`src/rtl/draw_scheduler.sv`:
```
// Round-robin arbiter and sequencer for the shared sprite drawer.
// Up to three requesters post draw/erase commands; the winner's command is
// latched and held on the drawer inputs for a fixed per-sprite plot window,
// after which a one-cycle done pulse is returned to that requester.
module draw_scheduler #(
  parameter int GARB_CYCLES  = 402,
  parameter int PRESS_CYCLES = 2402,
  parameter int CNT_W        = 12
) (
  input  logic       CLOCK_50,
  input  logic       reset_n,
  input  logic [2:0] req,
  input  logic [2:0] req_item,
  input  logic [2:0] req_erase,
  input  logic [5:0] req_pos,
  output logic [2:0] grant,
  output logic [2:0] done,
  output logic       item,
  output logic       erase,
  output logic [1:0] position,
  output logic       draw_go,
  output logic       busy
);

  localparam logic [1:0] S_IDLE = 2'd0;
  localparam logic [1:0] S_BUSY = 2'd1;
  localparam logic [1:0] S_DONE = 2'd2;

  // Window lengths are loaded as length-1 so the BUSY state lasts exactly
  // the window: the cycle that sees cnt==0 is the last draw_go cycle.
  localparam logic [CNT_W-1:0] GARB_LOAD  = CNT_W'(GARB_CYCLES - 1);
  localparam logic [CNT_W-1:0] PRESS_LOAD = CNT_W'(PRESS_CYCLES - 1);

  logic [1:0]       state_q, state_d;
  logic [CNT_W-1:0] cnt_q, cnt_d;
  logic [1:0]       rr_last_q, rr_last_d;
  logic [2:0]       grant_q, grant_d;
  logic [2:0]       done_q, done_d;
  logic             item_q, item_d;
  logic             erase_q, erase_d;
  logic [1:0]       pos_q, pos_d;
  logic             draw_go_q, draw_go_d;
  logic             busy_q, busy_d;

  logic [1:0] cand0, cand1, cand2;
  logic [1:0] win;

  // Pick the winner: first requesting index after the last winner, mod 3.
  always_comb begin
    // NOTE: every combinational output gets a default before any branch so no latch is inferred.
    cand0 = 2'd0;
    cand1 = 2'd1;
    cand2 = 2'd2;
    case (rr_last_q)
      2'd0: begin cand0 = 2'd1; cand1 = 2'd2; cand2 = 2'd0; end
      2'd1: begin cand0 = 2'd2; cand1 = 2'd0; cand2 = 2'd1; end
      default: begin cand0 = 2'd0; cand1 = 2'd1; cand2 = 2'd2; end
    endcase
    if (req[cand0])      win = cand0;
    else if (req[cand1]) win = cand1;
    else                 win = cand2;
  end

  // Sequencer next-state: IDLE -> BUSY (window) -> DONE -> IDLE.
  always_comb begin
    state_d   = state_q;
    cnt_d     = cnt_q;
    rr_last_d = rr_last_q;
    grant_d   = 3'b000;
    done_d    = 3'b000;
    item_d    = item_q;
    erase_d   = erase_q;
    pos_d     = pos_q;
    draw_go_d = draw_go_q;
    busy_d    = busy_q;
    case (state_q)
      S_IDLE: begin
        draw_go_d = 1'b0;
        if (|req) begin
          item_d    = req_item[win];
          erase_d   = req_erase[win];
          pos_d     = req_pos[{win, 1'b0} +: 2];
          cnt_d     = req_item[win] ? PRESS_LOAD : GARB_LOAD;
          grant_d   = 3'b001 << win;
          draw_go_d = 1'b1;
          busy_d    = 1'b1;
          rr_last_d = win;
          state_d   = S_BUSY;
        end
      end
      S_BUSY: begin
        if (cnt_q != '0) begin
          cnt_d = cnt_q - 1'b1;
        end else begin
          done_d    = 3'b001 << rr_last_q;
          draw_go_d = 1'b0;
          state_d   = S_DONE;
        end
      end
      S_DONE: begin
        busy_d  = 1'b0;
        state_d = S_IDLE;
      end
      default: begin
        state_d   = S_IDLE;
        draw_go_d = 1'b0;
        busy_d    = 1'b0;
      end
    endcase
  end

  // State and registered outputs; synchronous active-low reset aborts any window.
  always_ff @(posedge CLOCK_50) begin
    // NOTE: sequential state uses non-blocking assignments so all flops update together.
    if (!reset_n) begin
      state_q   <= S_IDLE;
      cnt_q     <= '0;
      rr_last_q <= 2'd2;
      grant_q   <= 3'b000;
      done_q    <= 3'b000;
      item_q    <= 1'b0;
      erase_q   <= 1'b1;
      pos_q     <= 2'd0;
      draw_go_q <= 1'b0;
      busy_q    <= 1'b0;
    end else begin
      state_q   <= state_d;
      cnt_q     <= cnt_d;
      rr_last_q <= rr_last_d;
      grant_q   <= grant_d;
      done_q    <= done_d;
      item_q    <= item_d;
      erase_q   <= erase_d;
      pos_q     <= pos_d;
      draw_go_q <= draw_go_d;
      busy_q    <= busy_d;
    end
  end

  assign grant    = grant_q;
  assign done     = done_q;
  assign item     = item_q;
  assign erase    = erase_q;
  assign position = pos_q;
  assign draw_go  = draw_go_q;
  assign busy     = busy_q;

endmodule
```
`config.mk`:
```
export PLATFORM = sky130hd
export DESIGN_NAME = draw_scheduler
export DESIGN_NICKNAME = d
export VERILOG_FILES = /design/src/rtl/draw_scheduler.sv
export SDC_FILE = /design/constraint.sdc
export NUM_CORES = 1
export LEC_CHECK = 0
export BUFFER_PORTS_ARGS = -buffer_cell sky130_fd_sc_hd__buf_4
export CORE_AREA = 2 2 54 56
export CTS_CLUSTER_DIAMETER = 50
export DETAILED_ROUTE_END_ITERATION = 12
export DIE_AREA = 0 0 56 58
export PLACE_DENSITY = 0.75
export SETUP_SLACK_MARGIN = 0.4
export SLEW_MARGIN = 20
export SYNTH_ARGS = -nofsm -noshare
export SYNTH_HDL_FRONTEND = slang
export SYNTH_SLANG_ARGS = --single-unit
export TNS_END_PERCENT = 20
```
`constraint.sdc`:
```
create_clock -name CLOCK_50 -period 3 [get_ports CLOCK_50]
set_clock_uncertainty 0.2 [all_clocks]
set_input_delay 0.45 -clock CLOCK_50 [delete_from_list [all_inputs] [get_ports CLOCK_50]]
set_output_delay 0.45 -clock CLOCK_50 [all_outputs]
set_load 0.01 [all_outputs]
```
; Word level (Yosys, flattened, before mapping)
; Cells that the tools add are included.
[word_totals]
reg_bits = 28
elab_cells = 63
[op_classes]
n_addsub = 1
order_cmp = 3
n_eq_ne = 6
shifts = 3
n_mux = 25
n_bitwise = 3
reduce_logical = 12
[ops]
columns = operator, n
row1 = $mux W12, 3
row2 = $pmux W12 S2, 1
row3 = $pmux W2 S2, 4
row4 = $reduce_bool A12 Y1, 1
row5 = $sub A12 B1 Y12 const B, 1
row6 = $lt A2 B3 Y1 const B, 3
row7 = $bmux W1 S2, 4
row8 = $mux W2, 4
row9 = $reduce_and A2 Y1, 4
row10 = $mux W1, 7
row11 = $ne A2 B2 Y1 const B, 3
row12 = $reduce_and A3 Y1, 2
row13 = $reduce_or A3 Y1, 2
row14 = $shiftx A6 B4 Y2, 1
row15 = $shl A1 B2 Y3 const A, 2
row16 = $eq A2 B1 Y1 const B, 2
row17 = $logic_not A2 Y1, 2
row18 = $not A1 Y1, 3
row19 = $pmux W1 S3, 1
row20 = $eq A2 B2 Y1 const B, 1
row21 = $pmux W1 S2, 1
row22 = $reduce_bool A2 Y1, 1

; Depth between registers and ports, before layout
; Gate-level depths: netlist of run 1.
[depth]
depth_word = 11
ltp_mapped = 7

; Worst setup path after synthesis of run 1
; No wires, ideal clock.
[synth_path]
path_type = reg-to-reg
start = register cnt_q[0]
end = register cnt_q[8]
setup_ns = 0.058
t_arrival_ns = 1.896
required_time_ns = 2.742
setup_slack_ns = 0.845
stages_incl_launch_ff = 8
path_buffers = 0
cell_sequence = dfxtp_1 inv_1 ha_1 or3b_4 or3_4 or3_1 a21oi_1 o221a_2
[synth_via]
elab_chain_len = 3
word_cells_on_any_way = 6
classes_between = 1 x add/sub / 1 x eq/ne / 2 x mux / 2 x reduce/logical
[synth_lines]
columns = element, line
row1 = start: declaration, 35  ; logic [CNT_W-1:0] cnt_q, cnt_d;
row2 = start signal: assignment, 128  ; cnt_q <= cnt_d;
row3 = $sub A12 B1 Y12 / $reduce_bool A12 Y1 (equally long branches), "93, 92"
row4 = $mux W12 / $ne A2 B2 Y1 (equally long branches), -
row5 = $pmux W12 S2 / $reduce_and A3 Y1 (equally long branches), -
; Parallel ways exist; a longest one is shown, timed or not. The select of a mux whose other input is x is not followed.
; A chain may end at the register's enable or synchronous reset.

; Worst setup path after layout of run 1
; Same ends and word-level chain as after synthesis.

==> results of run 1 <==
path summary, 6_finish.rpt:
kind | startpoint | to | slack, ns | depth (start not counted)
max | cnt_q[0] | cnt_q[8] | 0.69 | 7
min | reset_n | rr_last_q[1] | 0.18 | 2
max reg2reg | cnt_q[0] | cnt_q[8] | 0.69 | 7
min reg2reg | item | item | 0.28 | 2
layout make-up:
class	instances	area [sq um]
Sequential cell	28	561
Timing Repair Buffer	28	210
Clock buffer	4	36.3
Fill cell	236	1060
Inverter	6	22.5
Tap cell	31	38.8
Multi-Input combinational cell	121	737
registers in the layout, indices dropped and copies added (netlist names):
signal	cells
cnt_q	12
done	3
grant	3
position	2
rr_last_q	2
state_q	2
busy	1
draw_go	1
erase	1
item	1
critical path: cells and delay by family, from the launching register on:
| family | cells | cell delay, ns |
|---|---|---|
| flip-flops | 1 | 0.35 |
| AO/OA/AOI/OAI | 2 | 0.36 |
| buffers and inverters | 1 | 0.10 |
| adder cells (fa/ha/maj) | 1 | 0.14 |
| AND/OR/NAND/NOR | 3 | 1.07 |
layout by cell type (no fill, tap or decap), drive strengths merged, types with 2 or more instances in the layout:
| master | n |
|---|---|
| dfxtp | 28 |
| buf | 28 |
| nor2 | 18 |
| a21oi | 12 |
| nand2 | 12 |
| nand3 | 8 |
| o21ai | 8 |
| nor3 | 7 |
| inv | 6 |
| a31oi | 5 |
| nand2b | 4 |
| nor4 | 4 |
| xor2 | 4 |
| clkbuf | 4 |
| nor3b | 3 |
| nand4 | 3 |
| or3 | 3 |
| nand3b | 2 |
| a211o | 2 |
| or4 | 2 |
| a311o | 2 |
| nor2b | 2 |
| ha | 2 |
logic make-up after synthesis:
family / Yosys count / share of synthesized area [%]
XOR/XNOR: 4 / 2.63
AO/OA/AOI/OAI: 39 / 19.5
flip-flops: 28 / 42.1
buffers and inverters: 9 / 2.54
adder cells (fa/ha/maj): 2 / 1.88
AND/OR/NAND/NOR: 74 / 29.8
multiplexers: 2 / 1.60
routing by layer:
layer | GRT usage [%] | vias up | routed length [um]
li1 | - | 642 | -
met1 | 26.8 | 616 | 1450
met2 | 34.6 | 45 | 1460
met3 | 5.13 | 2 | 207
met4 | 3.40 | 0 | 12
met5 | 0 | - | 0
power by group through the flow:
| stage | logic, mW | clock network [mW] | registers, mW |
|---|---|---|---|
| after detailed placement | 0.410 | 0 | 0.508 |
| after global routing | 0.465 | 0.195 | 0.514 |
| after global placement | 0.404 | 0 | 0.507 |
| after floorplan | 0.305 | 0 | 0.499 |
| final | 0.419 | 0.180 | 0.505 |
| after CTS | 0.412 | 0.187 | 0.502 |
through the flow:
stage | hold slack (ns) | instances
5_1_grt | 0.198 | 218
3_3_place_gp | 0.249 | 214
6_report | 0.183 | 218
4_1_cts | 0.181 | 218
2_1_floorplan | 0.262 | 158
3_5_place_dp | 0.253 | 214
==> results.json, run 1 <==
{
  "fin_crit_sh_pct": 76.8,
  "first_pass_iters": 4,
  "holdBufCountCts": 0,
  "place_area_sq_mm": 0.00157,
  "ys_types": 41,
  "synthFlopType": "dfxtp_1",
  "max_freq_mhz": 434,
  "yosysMostFrequentCell": "dfxtp_1",
  "post-cts-setup-buffers": 0,
  "synth.area.top_cells": "dfxtp_1, nor2_1, a21oi_1",
  "hold_violations": 0,
  "num_rows": 19,
  "die_y_um": 58,
  "worstHoldPathType": "input pin to flip-flop",
  "pre_cts_slack_ns": 0.746,
  "gp_congestion": 0.888,
  "antenna_cells": 0,
  "final_layout_size_suffix_gt1_share_pct": 20.3,
  "irDropWorstVdd_mv": 0.584,
  "path_clk_slew_ns": 0.14,
  "drv_slew": 0,
  "p_seq_share_pct": 45.8,
  "ctsResizeCount": 0,
  "p_sw_share_pct": 36.2,
  "cts_tree": "built",
  "cp-end-kind": "flip-flop",
  "track_usage_pct": 20.4,
  "tightest_slew_ns": 0.576,
  "clk_root_buffer_cell": "clkbuf_4",
  "p_sw_mw": 0.399,
  "p_leak_nw": 0.681,
  "synth_warnings": 0,
  "portBuffers": 28,
  "criticalPathCategory": "flip-flop to flip-flop",
  "routed_wl_um": 3130,
  "synth-seq-cells": 28,
  "finalPower_mw": 1.10,
  "grt_pass1_wl_um": 5310,
  "grt_max_degree": 16,
  "hpwl_um": 2320,
  "ys_top_cells_by_count": "dfxtp_1, nor2_1, a21oi_1, nand2_1",
  "avgSynthCellArea_sq_um": 8.43,
  "vias": 1305,
  "netlist_instances": 158,
  "setup_viol": 0,
  "rsz0062_at_grt": "false",
  "setup_tns_ns": 0,
  "vias_per_cell": 5.99,
  "power.density_mw_per_mm2": 687,
  "path_max_fanout": 8,
  "p_int_mw": 0.703,
  "comb_power_share_pct": 38.0,
  "cp_cell_sequence": "inv_1 > ha_1 > nor4b_1 > nand4_1 > nand2_1 > a21oi_1 > o221a_2",
  "numCtsBuffers": 3,
  "slew_headroom_pct": 61.4,
  "io_pins": 29,
  "drv_cap": 0,
  "final_cell_area_sq_mm": 0.00161,
  "antenna_found_initial": 0,
  "post-route-util_pct": 60.3,
  "drtIter0Drc": 46,
  "nets": 207,
  "status": "finished, final reports clean",
  "area_growth_syn_to_layout_pct": 20.6,
  "drtAntennaViolNets": 0,
  "cp.arrival_ns": 2.34,
  "netlist_area_sq_mm": 0.00133,
  "required_ns": 3.03,
  "slowest_stage": "nor4b_1",
  "clockBufferDepth": 2,
  "clock_latency_ns": 0.32,
  "dieArea_sq_mm": 0.00325,
  "synth_edf_count": 0,
  "clock_sinks": 28,
  "start_util_pct": 50.0,
  "synthArstFlopShare_pct": 0,
  "die-width_um": 56,
  "synth_fp_nets": 177,
  "overflow": 0,
  "first_global_vias": 1176,
  "post-route-drc-count": 0,
  "final.min_clock_period_ns": 2.31,
  "cts_max_level": 1,
  "synth_top_cell_by_area": "dfxtp_1",
  "p_clk_share_pct": 16.3,
  "synth-seq-area-share_pct": 42.1,
  "worst_slack_ns": 0.695,
  "critPathLaunchType": "flip-flop",
  "yosysTopAreaCellShare_pct": 42.1,
  "max_stage_delay_ns": 0.40,
  "wl_per_cell_um": 14.3,
  "core_area_sq_mm": 0.00266
}
Power figures use the tool's default switching activity.
==> run 2, diff against run 1 <==
Settings changed: ABC_AREA set to 1, CORE_AREA 2 2 54 56 to 2 2 60 62, DIE_AREA 0 0 56 58 to 0 0 62 64, PLACE_DENSITY 0.75 to 0.72.
Clock period 3 ns to 2.1 ns, I/O delays scaled along.
==> results.json, run 2 <==
{
  "first_global_vias": 1356,
  "regMostFlops": "cnt_q",
  "portBuffers": 28,
  "grt_pass1_wl_um": 5870,
  "synthFlopType": "dfxtp_1",
  "irDropWorstVdd_mv": 0.427,
  "drv_cap": 0,
  "numCtsBuffers": 3,
  "synth.area.top_cells": "dfxtp_1, nand2_1, inv_1",
  "num_rows": 21,
  "die-width_um": 62,
  "max_freq_mhz": 576,
  "setup_tns_ns": 0,
  "die_y_um": 64,
  "gp_congestion": 0.928,
  "yosysMostFrequentCell": "nand2_1",
  "track_usage_pct": 19.3,
  "drtAntennaViolNets": 0,
  "worstHoldPathType": "input pin to flip-flop",
  "vias_per_cell": 4.96,
  "layout_commonest_cell": "nand2_1",
  "synth_top_cell_by_area": "dfxtp_1",
  "clock_sinks": 28,
  "finalPower_mw": 2.03,
  "wl_per_cell_um": 11.7,
  "path_clk_slew_ns": 0.15,
  "nets": 286,
  "avgSynthCellArea_sq_um": 6.74,
  "p_leak_nw": 0.998,
  "first_pass_iters": 4,
  "cp-end-kind": "flip-flop",
  "synth-seq-area-share_pct": 36.3,
  "critPathLaunchType": "flip-flop",
  "area_growth_syn_to_layout_pct": 29.9,
  "antenna_cells": 0,
  "criticalPathCategory": "flip-flop to flip-flop",
  "cts_max_level": 1,
  "cp.arrival_ns": 1.81,
  "antenna_found_initial": 0,
  "clk_root_buffer_cell": "clkbuf_4",
  "largest_reg_flops": 12,
  "overflow": 0,
  "ys_top_cells_by_count": "nand2_1, inv_1, dfxtp_1",
  "hold_depth": 3,
  "hold_violations": 0,
  "path_max_fanout": 6,
  "required_ns": 2.17,
  "netlist_area_sq_mm": 0.00154,
  "vias": 1549,
  "synth_edf_count": 0,
  "multi_input_area_sq_um": 916,
  "final.min_clock_period_ns": 1.74,
  "routed_wl_um": 3660,
  "io_pins": 29,
  "clock_latency_ns": 0.33,
  "fin_crit_sh_pct": 82.6,
  "status": "finished, final reports clean",
  "holdBufCountCts": 0,
  "regArea_sq_um": 572,
  "netlist_instances": 229,
  "power.density_mw_per_mm2": 1010,
  "tightest_slew_ns": 0.300,
  "core_area_sq_mm": 0.00328,
  "slew_headroom_pct": 80.0,
  "rsz0062_at_grt": "true",
  "synth_fp_nets": 248,
  "synthArstFlopShare_pct": 0,
  "final_cell_mix": "nand2_1, inv_1, buf_4, dfxtp_1, nor2_1",
  "post-route-util_pct": 61.1,
  "post-route-drc-count": 0,
  "drv_slew": 0,
  "worst-r2r-cell-count": 9,
  "drtIter0Drc": 113,
  "start_util_pct": 47.0,
  "synth-seq-cells": 28,
  "yosysTopAreaCellShare_pct": 36.3,
  "clockBufferDepth": 2,
  "hpwl_um": 2710,
  "cts_tree": "built",
  "grt_max_degree": 17,
  "final_layout_size_suffix_gt1_share_pct": 33.5,
  "synth_warnings": 0,
  "fill_cells": 313,
  "setup_viol": 0,
  "ys_types": 29,
  "dieArea_sq_mm": 0.00397
}
-- run 2: cell types whose count changed in the layout (fill, tap and decap cells not counted), moves of 5 or more --
cell     delta
inv_1      +28
inv_2       +7
buf_4       +5
nand3_1     +5
nand3_2     +7
nand2_1    +36
nand2_2    +12
nor2_4      +9
dfxtp_1     -5
-- run 2: logic make-up (layout without fill, tap and decap cells) --
group	Yosys count	count (layout)	synth area share (%)
AO/OA/AOI/OAI	32	32	12.3
XOR/XNOR	2	2	1.13
adder cells (fa/ha/maj)	2	2	1.62
buffers and inverters	43	79	10.9
flip-flops	28	28	36.3
AND/OR/NAND/NOR	122	123	37.7
-- run 2: final timing paths --
path / startpoint / to / slack (ns)
worst max register to register: cnt_q[0] / cnt_q[2] / 0.36
worst max-delay path: cnt_q[0] / cnt_q[2] / 0.36
worst min-delay path: req_erase[2] / erase / 0.05
worst min register to register: cnt_q[1] / cnt_q[1] / 0.28
-- run 2: timing repair --
action	4_1_cts	5_1_grt
setup buffers	0	5
gates resized for setup	3	35
cloned	0	1
setup endpoints to repair	7	20
pin swaps	0	8
endpoints found under the hold margin	0	0
-- run 2: per-stage QoR --
stage / instances / setup WS (ns) / hold WS (ns) / instance area [sq um]
floorplan: 229 / 0.549 / 0.228 / 1540
global placement: 302 / 0.324 / 0.245 / 1800
detailed placement: 302 / 0.330 / 0.250 / 1800
CTS: 306 / 0.381 / 0.0364 / 1860
global route: 312 / 0.296 / 0.0502 / 2010
finish: 312 / 0.365 / 0.0484 / 2010
-- run 2: area by class of cell --
type | count | area share (%)
well taps | 46 | 2.87
inverters | 42 | 7.99
multi-input cells | 159 | 45.7
flip-flops and latches | 28 | 28.5
clock inverters | 1 | 1.50
repair buffers | 33 | 12.4
clock buffers | 3 | 1.12
-- run 2: worst max-delay path, cell delays in order, from the launching register on --
cell	delay, ns
dfxtp_2	0.36
inv_2	0.09
ha_4	0.14
nand4_1	0.12
o21ai_2	0.28
nand2_4	0.13
buf_4	0.16
nand3_1	0.07
nand2_1	0.06
nor2_1	0.09
-- run 2: per-layer routing --
| metal | GRT usage (%) | vias up | share of wire (%) |
|---|---|---|---|
| li1 | - | 805 | - |
| met1 | 27.8 | 689 | 44 |
| met2 | 29.7 | 49 | 49 |
| met3 | 2.43 | 6 | 5.6 |
| met4 | 5.59 | 0 | 1.3 |
| met5 | 0 | - | 0 |
-- run 2: power breakdown --
part / total [mW] / switching, mW / leakage, nW / internal [mW]
logic: 0.946 / 0.578 / 0.738 / 0.368
registers: 0.732 / 0.0937 / 0.233 / 0.639
clock network: 0.354 / 0.161 / 0.0279 / 0.193
total: 2.03 / 0.833 / 0.998 / 1.20
==> run 3, diff against run 2 <==
Settings changed: CORE_AREA 2 2 60 62 to 2 2 57 59, DIE_AREA 0 0 62 64 to 0 0 59 61, PLACE_DENSITY 0.72 to 0.75.
Clock period 2.1 ns to 1.7 ns, I/O delays scaled along.
==> results.json, run 3 (synthesis results as in run 2) <==
{
  "numCtsBuffers": 3,
  "irDropWorstVdd_mv": 0.928,
  "clk_root_buffer_cell": "clkbuf_4",
  "post-route-drc-count": 0,
  "regMostFlops": "cnt_q",
  "status": "finished, final reports clean",
  "required_ns": 1.76,
  "worstHoldPathType": "input pin to flip-flop",
  "core_area_sq_mm": 0.00295,
  "clock_latency_ns": 0.34,
  "hpwl_um": 2730,
  "crit_path_frequent_cell": "o21ai_2",
  "final_cell_mix": "nand2_1, buf_4, inv_1, nor2_1, dfxtp_1",
  "clockBufferDepth": 2,
  "overflow": 0,
  "drv_slew": 0,
  "power.density_mw_per_mm2": 1200,
  "r2r-start": "cnt_q[0]",
  "hp-start": "reset_n",
  "cts_tree": "built",
  "start_util_pct": 52.3,
  "gp_congestion": 0.914,
  "cp_cell_sequence": "inv_4 > ha_4 > nand4_1 > o21ai_2 > nand2_4 > buf_6 > o21ai_2 > a21oi_2",
  "final.min_clock_period_ns": 1.66,
  "setup_tns_ns": 0,
  "layout_commonest_cell": "nand2_1",
  "grt_util_met3_pct": 2.56,
  "r2r-end": "cnt_q[5]",
  "dieArea_sq_mm": 0.00360,
  "grt_max_degree": 15,
  "drtAntennaViolNets": 0,
  "path_max_fanout": 7,
  "vias_per_cell": 5.15,
  "post-route-util_pct": 71.4,
  "antenna_cells": 0,
  "worst-r2r-cell-count": 8,
  "critPathLaunchType": "flip-flop",
  "vias": 1598,
  "worstPathBufferInverterCount": 2,
  "nets": 298,
  "grtUsageMet2_pct": 37.9,
  "num_rows": 20,
  "cp.arrival_ns": 1.72,
  "wl_per_cell_um": 12.7,
  "antenna_found_initial": 0,
  "fin_crit_sh_pct": 97.8,
  "gr-usage-met1_pct": 32.0,
  "clock_sinks": 28,
  "area_growth_syn_to_layout_pct": 36.6,
  "routed_wl_um": 3950,
  "hold_depth": 3,
  "slew_headroom_pct": 83.9,
  "drv_cap": 0,
  "track_usage_pct": 23.1,
  "path_delay_family": "compound AO/OA/AOI/OAI gates",
  "setup_viol": 0,
  "multi_input_area_sq_um": 928,
  "io_pins": 29,
  "largest_reg_flops": 12,
  "grt_pass1_wl_um": 6310,
  "die-width_um": 59,
  "tightest_slew_ns": 0.240,
  "cp-end-kind": "flip-flop",
  "max_freq_mhz": 602,
  "portBuffers": 28,
  "rsz0062_at_grt": "true",
  "cts_max_level": 1,
  "first_pass_iters": 5,
  "criticalPathCategory": "flip-flop to flip-flop",
  "first_global_vias": 1421,
  "final_layout_size_suffix_gt1_share_pct": 39.4,
  "fill_cells": 241,
  "slowest_stage": "dfxtp_2",
  "drtIter0Drc": 85,
  "max_stage_delay_ns": 0.37,
  "hold_violations": 0,
  "busiest_layer": "met2",
  "die_y_um": 61,
  "path_clk_slew_ns": 0.15,
  "r2r_setup_slack_ns": 0.04,
  "regArea_sq_um": 579,
  "hold_end": "cnt_q[0]",
  "p_leak_nw": 1.05
}
==> run 3: changes by cell type in the layout (fill, tap and decap cells not counted), sizes merged <==
cell,before,now
buf,33,42
bufinv,1,0
dlygate4sd3,0,3
==> run 3: final cells by class <==
cell class	count	share of cell area, %
multi-input combinational	159	44.0
sequential	28	27.5
timing repair buffer	45	17.4
inverter	42	8.07
tap	33	1.96
clock buffer	3	1.07
==> run 3: through the flow <==
stage	instances	total power, mW	worst slack (ns)	hold slack, ns	cell area [sq um]
after floorplan	229	1.67	0.232	0.172	1580
after global placement	296	2.00	0.0600	0.244	1870
after detailed placement	296	2.00	-0.0235	0.256	1870
after CTS	309	2.39	0.0884	0.0158	2010
after global routing	310	2.72	-0.0441	0.00780	2110
final	310	2.53	0.0380	0.0152	2110
==> run 3: where the power goes <==
group | leakage [nW] | switching, mW | internal [mW] | total [mW]
Combinational | 0.802 | 0.780 | 0.558 | 1.34
Sequential | 0.234 | 0.117 | 0.796 | 0.913
Clock | 0.0138 | 0.198 | 0.0835 | 0.281
==> run 3: worst register-to-register path: stages (launching register included) <==
cell,delay [ns]
dfxtp_2,0.37
inv_4,0.07
ha_4,0.13
nand4_1,0.10
o21ai_2,0.25
nand2_4,0.16
buf_6,0.15
o21ai_2,0.11
a21oi_2,0.04
==> run 3: worst max-delay path by stage <==
stage	startpoint	endpoint	depth (start not counted)
2_1_floorplan	cnt_q[1]	cnt_q[10]	10
3_3_place_gp	cnt_q[4]	cnt_q[1]	7
3_5_place_dp	cnt_q[4]	cnt_q[1]	7
4_1_cts	cnt_q[1]	cnt_q[5]	8
5_1_grt	cnt_q[1]	cnt_q[3]	8
6_report	cnt_q[0]	cnt_q[5]	8
==> run 3: what timing repair did <==
item,4_1_cts,5_1_grt
buffers inserted,7,0
hold endpoints to repair,2,1
hold buffers,2,1
pin swaps,5,20
setup endpoints to repair,28,33
resized for setup,12,34
gates cloned,1,0
==> run 3: metal layers <==
metal	vias to the layer above	routed length [um]
met3	12	219
li1	826	-
met2	54	1860
met5	-	0
met1	706	1800
met4	0	70
